==> src/rtl/qedmma_pkg.sv <==
// -----------------------------------------------------------------------------
// qedmma_pkg
// Shared definitions for the QEDMMA track scheduler:
//   MAX_TARGETS   - largest number of target tracks the scheduler can serve
//   TGT_ID_W      - width of a target index
//   sched_state_t - scheduler FSM state encoding
// -----------------------------------------------------------------------------
package qedmma_pkg;

    localparam int MAX_TARGETS = 8;
    localparam int TGT_ID_W    = $clog2(MAX_TARGETS);

    typedef enum logic [1:0] {
        IDLE  = 2'd0,
        ISSUE = 2'd1,
        WAIT  = 2'd2,
        DONE  = 2'd3
    } sched_state_t;

endpackage

==> src/rtl/qedmma_rr_arbiter.sv <==
// -----------------------------------------------------------------------------
// qedmma_rr_arbiter
// Combinational rotating-priority selector. Scans the request mask starting at
// start_i, wrapping modulo N; the first set bit found wins.
// Ports:
//   mask_i      [N-1:0]    request mask
//   start_i     [ID_W-1:0] index with highest priority (must be < N)
//   grant_o     [ID_W-1:0] winning index (0 when nothing is requested)
//   any_valid_o            high when at least one mask bit is set
// -----------------------------------------------------------------------------
module qedmma_rr_arbiter #(
    parameter int N    = 8,
    parameter int ID_W = 3
) (
    input  logic [N-1:0]    mask_i,
    input  logic [ID_W-1:0] start_i,
    output logic [ID_W-1:0] grant_o,
    output logic            any_valid_o
);

    int idx;

    always_comb begin
        grant_o     = '0;
        any_valid_o = 1'b0;
        idx         = 0;
        for (int k = 0; k < N; k++) begin
            idx = int'(start_i) + k;
            if (idx >= N) begin
                idx = idx - N;
            end
            if (!any_valid_o && mask_i[idx]) begin
                any_valid_o = 1'b1;
                grant_o     = ID_W'(idx);
            end
        end
    end

endmodule

==> src/rtl/qedmma_track_scheduler.sv <==
// -----------------------------------------------------------------------------
// qedmma_track_scheduler
// Time-shares one filter datapath between N_TGT target tracks. Update requests
// are collected into a pending mask; an IDLE/ISSUE/WAIT/DONE FSM picks one
// pending target at a time in round-robin order, starts the datapath, waits for
// its completion and reports it on a one-hot done pulse.
//
// Optional feature: define QEDMMA_SCHED_TIMEOUT_EN to enable a WAIT watchdog
// that aborts a job after TIMEOUT_CYC cycles and sets the sticky timeout_err.
//
// Ports:
//   clk          clock
//   rst          synchronous active-high reset
//   en           permits new job selection
//   req_pulse    [N_TGT-1:0] one-cycle update requests, one bit per target
//   dp_start     one-cycle job start to the datapath (the ISSUE cycle)
//   dp_tgt_id    [TGT_ID_W-1:0] target of the current job
//   dp_done      datapath completion pulse (only observed in WAIT)
//   done_tgt     [N_TGT-1:0] one-hot completion pulse
//   pending      [N_TGT-1:0] registered pending mask
//   busy         FSM not in IDLE
//   overrun_cnt  [15:0] saturating count of cycles with dropped requests
//   timeout_err  sticky watchdog flag (0 when the watchdog is not built)
// -----------------------------------------------------------------------------
module qedmma_track_scheduler
    import qedmma_pkg::*;
#(
    parameter int N_TGT       = MAX_TARGETS,
    parameter int TIMEOUT_CYC = 1024
) (
    input  logic                clk,
    input  logic                rst,
    input  logic                en,
    input  logic [N_TGT-1:0]    req_pulse,
    output logic                dp_start,
    output logic [TGT_ID_W-1:0] dp_tgt_id,
    input  logic                dp_done,
    output logic [N_TGT-1:0]    done_tgt,
    output logic [N_TGT-1:0]    pending,
    output logic                busy,
    output logic [15:0]         overrun_cnt,
    output logic                timeout_err
);

    if (N_TGT < 2 || N_TGT > MAX_TARGETS) begin : g_bad_n_tgt
        $error("qedmma_track_scheduler: N_TGT out of range");
    end
    if (TIMEOUT_CYC < 1) begin : g_bad_timeout
        $error("qedmma_track_scheduler: TIMEOUT_CYC must be at least 1");
    end

    sched_state_t        state_q, state_d;
    logic [N_TGT-1:0]    pending_q, pending_d;
    logic [TGT_ID_W-1:0] id_q, id_d;
    logic [TGT_ID_W-1:0] last_id_q, last_id_d;
    logic [15:0]         ovr_q, ovr_d;

    logic [N_TGT-1:0]    clr;
    logic [TGT_ID_W-1:0] rr_start;
    logic [TGT_ID_W-1:0] grant;
    logic                any_valid;
    logic                ovr_hit;

`ifdef QEDMMA_SCHED_TIMEOUT_EN
    localparam int WD_W = $clog2(TIMEOUT_CYC + 1);
    logic [WD_W-1:0] wdog_q, wdog_d;
    logic            tmo_q, tmo_d;
`endif

    // Search begins just after the last serviced target.
    assign rr_start = (last_id_q == TGT_ID_W'(N_TGT - 1)) ? '0 : last_id_q + 1'b1;

    qedmma_rr_arbiter #(
        .N    (N_TGT),
        .ID_W (TGT_ID_W)
    ) u_arb (
        .mask_i      (pending_q),
        .start_i     (rr_start),
        .grant_o     (grant),
        .any_valid_o (any_valid)
    );

    always_comb begin
        state_d   = state_q;
        id_d      = id_q;
        last_id_d = last_id_q;
        clr       = '0;
`ifdef QEDMMA_SCHED_TIMEOUT_EN
        tmo_d     = tmo_q;
        wdog_d    = '0;
`endif
        case (state_q)
            IDLE: begin
                if (en && any_valid) begin
                    clr     = N_TGT'(1) << grant;
                    id_d    = grant;
                    state_d = ISSUE;
                end
            end
            ISSUE: begin
                state_d = WAIT;
            end
            WAIT: begin
                if (dp_done) begin
                    state_d = DONE;
                end
`ifdef QEDMMA_SCHED_TIMEOUT_EN
                else if (wdog_q == WD_W'(TIMEOUT_CYC - 1)) begin
                    tmo_d   = 1'b1;
                    state_d = DONE;
                end else begin
                    wdog_d = wdog_q + 1'b1;
                end
`endif
            end
            DONE: begin
                last_id_d = id_q;
                state_d   = IDLE;
            end
            default: begin
                state_d = IDLE;
            end
        endcase

        // A request arriving in the same cycle its bit is cleared re-arms it.
        pending_d = (pending_q & ~clr) | req_pulse;

        ovr_hit = |(req_pulse & pending_q & ~clr);
        ovr_d   = (ovr_hit && (ovr_q != 16'hFFFF)) ? ovr_q + 16'd1 : ovr_q;
    end

    always_ff @(posedge clk) begin
        if (rst) begin
            state_q   <= IDLE;
            pending_q <= '0;
            id_q      <= '0;
            last_id_q <= TGT_ID_W'(N_TGT - 1);
            ovr_q     <= '0;
        end else begin
            state_q   <= state_d;
            pending_q <= pending_d;
            id_q      <= id_d;
            last_id_q <= last_id_d;
            ovr_q     <= ovr_d;
        end
    end

`ifdef QEDMMA_SCHED_TIMEOUT_EN
    always_ff @(posedge clk) begin
        if (rst) begin
            wdog_q <= '0;
            tmo_q  <= 1'b0;
        end else begin
            wdog_q <= wdog_d;
            tmo_q  <= tmo_d;
        end
    end
    assign timeout_err = tmo_q;
`else
    assign timeout_err = 1'b0;
`endif

    assign dp_start    = (state_q == ISSUE);
    assign dp_tgt_id   = id_q;
    assign done_tgt    = (state_q == DONE) ? (N_TGT'(1) << id_q) : '0;
    assign pending     = pending_q;
    assign busy        = (state_q != IDLE);
    assign overrun_cnt = ovr_q;

endmodule

==> config.mk <==
export PLATFORM = sky130hd
export DESIGN_NAME = qedmma_track_scheduler
export DESIGN_NICKNAME = d
export VERILOG_FILES = /design/src/rtl/qedmma_pkg.sv /design/src/rtl/qedmma_rr_arbiter.sv /design/src/rtl/qedmma_track_scheduler.sv
export SDC_FILE = /design/constraint.sdc
export NUM_CORES = 1
export LEC_CHECK = 0
export BUFFER_PORTS_ARGS = -buffer_cell sky130_fd_sc_hd__clkbuf_2
export CORE_AREA = 2 2 83 85
export DETAILED_ROUTE_END_ITERATION = 8
export DIE_AREA = 0 0 85 87
export GPL_TIMING_DRIVEN = 0
export MAX_ROUTING_LAYER = met4
export PLACE_DENSITY = 0.64
export SETUP_SLACK_MARGIN = 0.5
export SLEW_MARGIN = 10
export SYNTH_ARGS = -nofsm -noshare
export SYNTH_HDL_FRONTEND = slang
export SYNTH_HIERARCHICAL = 1
export SYNTH_SLANG_ARGS = --single-unit
==> constraint.sdc <==
create_clock -name clk -period 6.25 [get_ports clk]
set_clock_uncertainty 0.05 [all_clocks]
set_input_delay 1.875 -clock clk [delete_from_list [all_inputs] [get_ports clk]]
set_output_delay 1.875 -clock clk [all_outputs]
set_load 0.01 [all_outputs]
==> summary.md <==
| Metric | Value |
|---|---|
| Status | finished clean |
| Setup violators final | 0 |
| Vias | 2,606 |
| Final period utilization | around 87% |
| DPL Wire Length | between 5 and 6 mm |
| Worst skew pair latency | roughly 290 ps |
| Post-route DRC violation count | 0 |
| Post-placement cell count | roughly 450 |
| GRT Util Overall | around 20% |
| Unrepaired setup endpoints after global routing | no |
| DR vias/cell | roughly 5.7 |
| Top FF cell, synth | dfxtp_1 |
| Core ar. | 0.00657 mm² |
| DRT antenna net count | 0 |
| Clock root buffer | clkbuf_8 |
| Required time worst endpoint | ~6400 ps |
| #FFs+latches synth | 32 |
| DR iter-0 viols | 140 |
| Initial core utilization | between 40 and 50% |
| Clk pin slew, worst setup/hold paths | about 70 ps |
| Worst path cell trace | ha_1 > ha_1 > nor2_2 > buf_6 > clkinvlp_4 > ha_1 > clkbuf_8 > mux4_1 > mux2i_2 > nor3b_4 > o211ai_1 > a2bb2oi_1 > and4b_1 > buf_6 > a21oi_1 > nor4_2 > buf_4 > and2_4 > buf_6 > nor4_1 > mux2_1 |
| First-pass GRT wire length | about 12 mm |
| Routed Wire Length | ~7 mm |
| Most frequent cell after synthesis | nor2_1 |
| Fill cells | about 640 |
| Pin count of the biggest net entering global routing | 13 |
| Syn Nets | about 340 |
| Slew headroom | 37.3% |
| Final Hold Fails | 0 |
| VDD IR-drop max | between 0.15 and 0.2 mV |
| # Max-Cap Violations | 0 |
| Yosys warnings | 6 |
| Synth area leader | dfxtp_1 |
| Synth cell types | 63 |
| Critical path peak fanout | 10 |
| Vias in the first global route | about 2,300 |
| Sequential element share of the synthesized area | 22.4% |
| Final non-filler cell total | 459 |
| Arr. time, crit path | approximately 5600 ps |
| Port Buf Inserts | 48 |
| Final setup TNS | 0 ps |
| Gpl congestion | ~0.86 |
| Share of cells above drive strength 1 | between 20% and 30% |
| Syn Area/Cell | between 9 and 10 µm² |
| Num CTS Buffers | 5 |
| Post-synth top area share | between 20% and 30% |
| Max clock buf depth | 2 |
| Slew @ Worst Pin | between 900 and 1000 ps |
| Routed len/inst | 15.0 µm |
| Critical Path End Type | register |
| Layout area overhead | 18.0% |
| Grt ovf | 0 |
| CTS tree | yes |
| Clock sink count | 32 |
| Antenna cell count | 0 |
| Netlist Area Pre-Place | between 0.002 and 0.003 mm² |
| DIE AREA | about 0.0074 mm² |
| Minimum clock period | about 5400 ps |
| EDFF count, synth | 0 |
| Die W | between 80 and 90 µm |
| FP Rows | 30 |
| Ranking of synthesized cells by area | dfxtp_1 22%, mux4_1 7.3%, mux4_2 6.3% |
| Hold WC Path Type | register to register |
| CP peak stage delay | around 660 ps |
| H-Tree Depth | 2 |
| Power per Cell Area | 375 mW/mm² |
| CP Launch Type | register |
| Synth cell count leaders | 36 x nor2_1, 32 x dfxtp_1, 27 x a21oi_1, 27 x nand2_1, 14 x mux2i_1 |
| Antenna violations before repair | 0 |
| Top-Level Pins | 50 |
| # hold bufs at CTS | 0 |
| FFs w/ async S/R, synth | 0% |
| Nets | 400 |
| DR pass1 iterations | 4 |
| Slew Viols, Final | 0 |
| Mapped Cells | approximately 320 |
| CP max-delay cell | mux4_1 |
| FMAX | ~0.18 GHz |
| Leakage power | approximately 1.3 nW |
| Chip Height | about 87 µm |
| Kind of critical path | register to register |
per-layer routing:
metal | share of wire [%] | GRT usage (%)
met1 | 49 | 27.3
met2 | 46 | 30.0
met3 | 3.9 | 3.51
met4 | 1.6 | 6.64
met5 | 0 | -
area by class of cell:
class	instances	area [µm²]	area share, %
Tap cell	80	100	2.96
Buffer	17	158	4.66
Clock buffer	5	68.8	2.04
Inverter	10	41.3	1.22
Clock inverter	3	18.8	0.555
Timing Repair Buffer	54	285	8.44
Sequential cell	32	641	19.0
Multi-Input combinational cell	258	2070	61.2
kinds of logic after synthesis:
family          count (synthesis)  share of synthesized area [%]
xor+xnor                        7                           2.14
simple gates                  132                           25.8
buf+inv                        27                           6.81
flops                          32                           22.4
other cells                     1                          0.131
compound gates                 65                           14.4
mux                            43                           24.0
fa+ha+maj                      10                           4.37
metrics by stage:
step	hold WS (ps)	power [mW]	utilization [%]	area, µm²	setup WS, ps
after floorplan	417	0.867	-	2860	1180
after global placement	431	1.02	48.8	3200	192
after detailed placement	443	1.03	48.8	3200	178
after CTS	458	1.21	50.5	3320	553
after global routing	478	1.37	51.4	3380	527
final	452	1.27	51.4	3380	814
state kept, by name, summed over array words and instances (netlist names):
| signal | flops |
|---|---|
| last_id_q | 3 |
| state_q | 2 |
| pending | 8 |
| dp_tgt_id | 3 |
| overrun_cnt | 16 |
what timing repair did:
action / in CTS / in global routing
pin swaps: 0 / 4
endpoints found under the setup margin: 15 / 15
resized for setup: 3 / 4
buffers inserted: 0 / 6
placed cells by master (no fill, tap or decap), types with 6 or more instances in the layout:
master,Yosys,final
o31ai_1,6,6
or4_1,6,6
ha_1,10,10
buf_4,1,7
mux2i_1,14,13
nor2_1,36,35
nand2b_1,7,7
clkbuf_2,0,48
nor2b_1,12,12
mux4_2,8,8
nand2_1,27,27
a21oi_1,27,27
mux4_1,8,8
clkbuf_8,5,10
dfxtp_1,32,32
nand3_1,11,11
o21ai_0,10,10
inv_1,9,9
power breakdown:
| part | switching [mW] | internal [mW] |
|---|---|---|
| clock network | 0.0826 | 0.0775 |
| logic | 0.445 | 0.389 |
| registers | 0.0432 | 0.231 |
| total | 0.571 | 0.697 |
critical path: cells and delay by family (launching register included):
family	cells	cell delay, ps
adder cells (fa/ha/maj)	3	730
buffers and inverters	6	960
AO/OA/AOI/OAI	3	560
AND/OR/NAND/NOR	6	1370
flip-flops	1	340
multiplexers	3	1290
path summary, 6_finish.rpt:
check                       from               to  slack [ps]  cells past startpoint
hold reg to reg   overrun_cnt[7]   overrun_cnt[7]         450                      2
setup reg to reg    last_id_q[0]  overrun_cnt[14]         810                     21
hold / removal    overrun_cnt[7]   overrun_cnt[7]         450                      2
setup / recovery    last_id_q[0]  overrun_cnt[14]         810                     21
(Power assumes the default switching activity.)
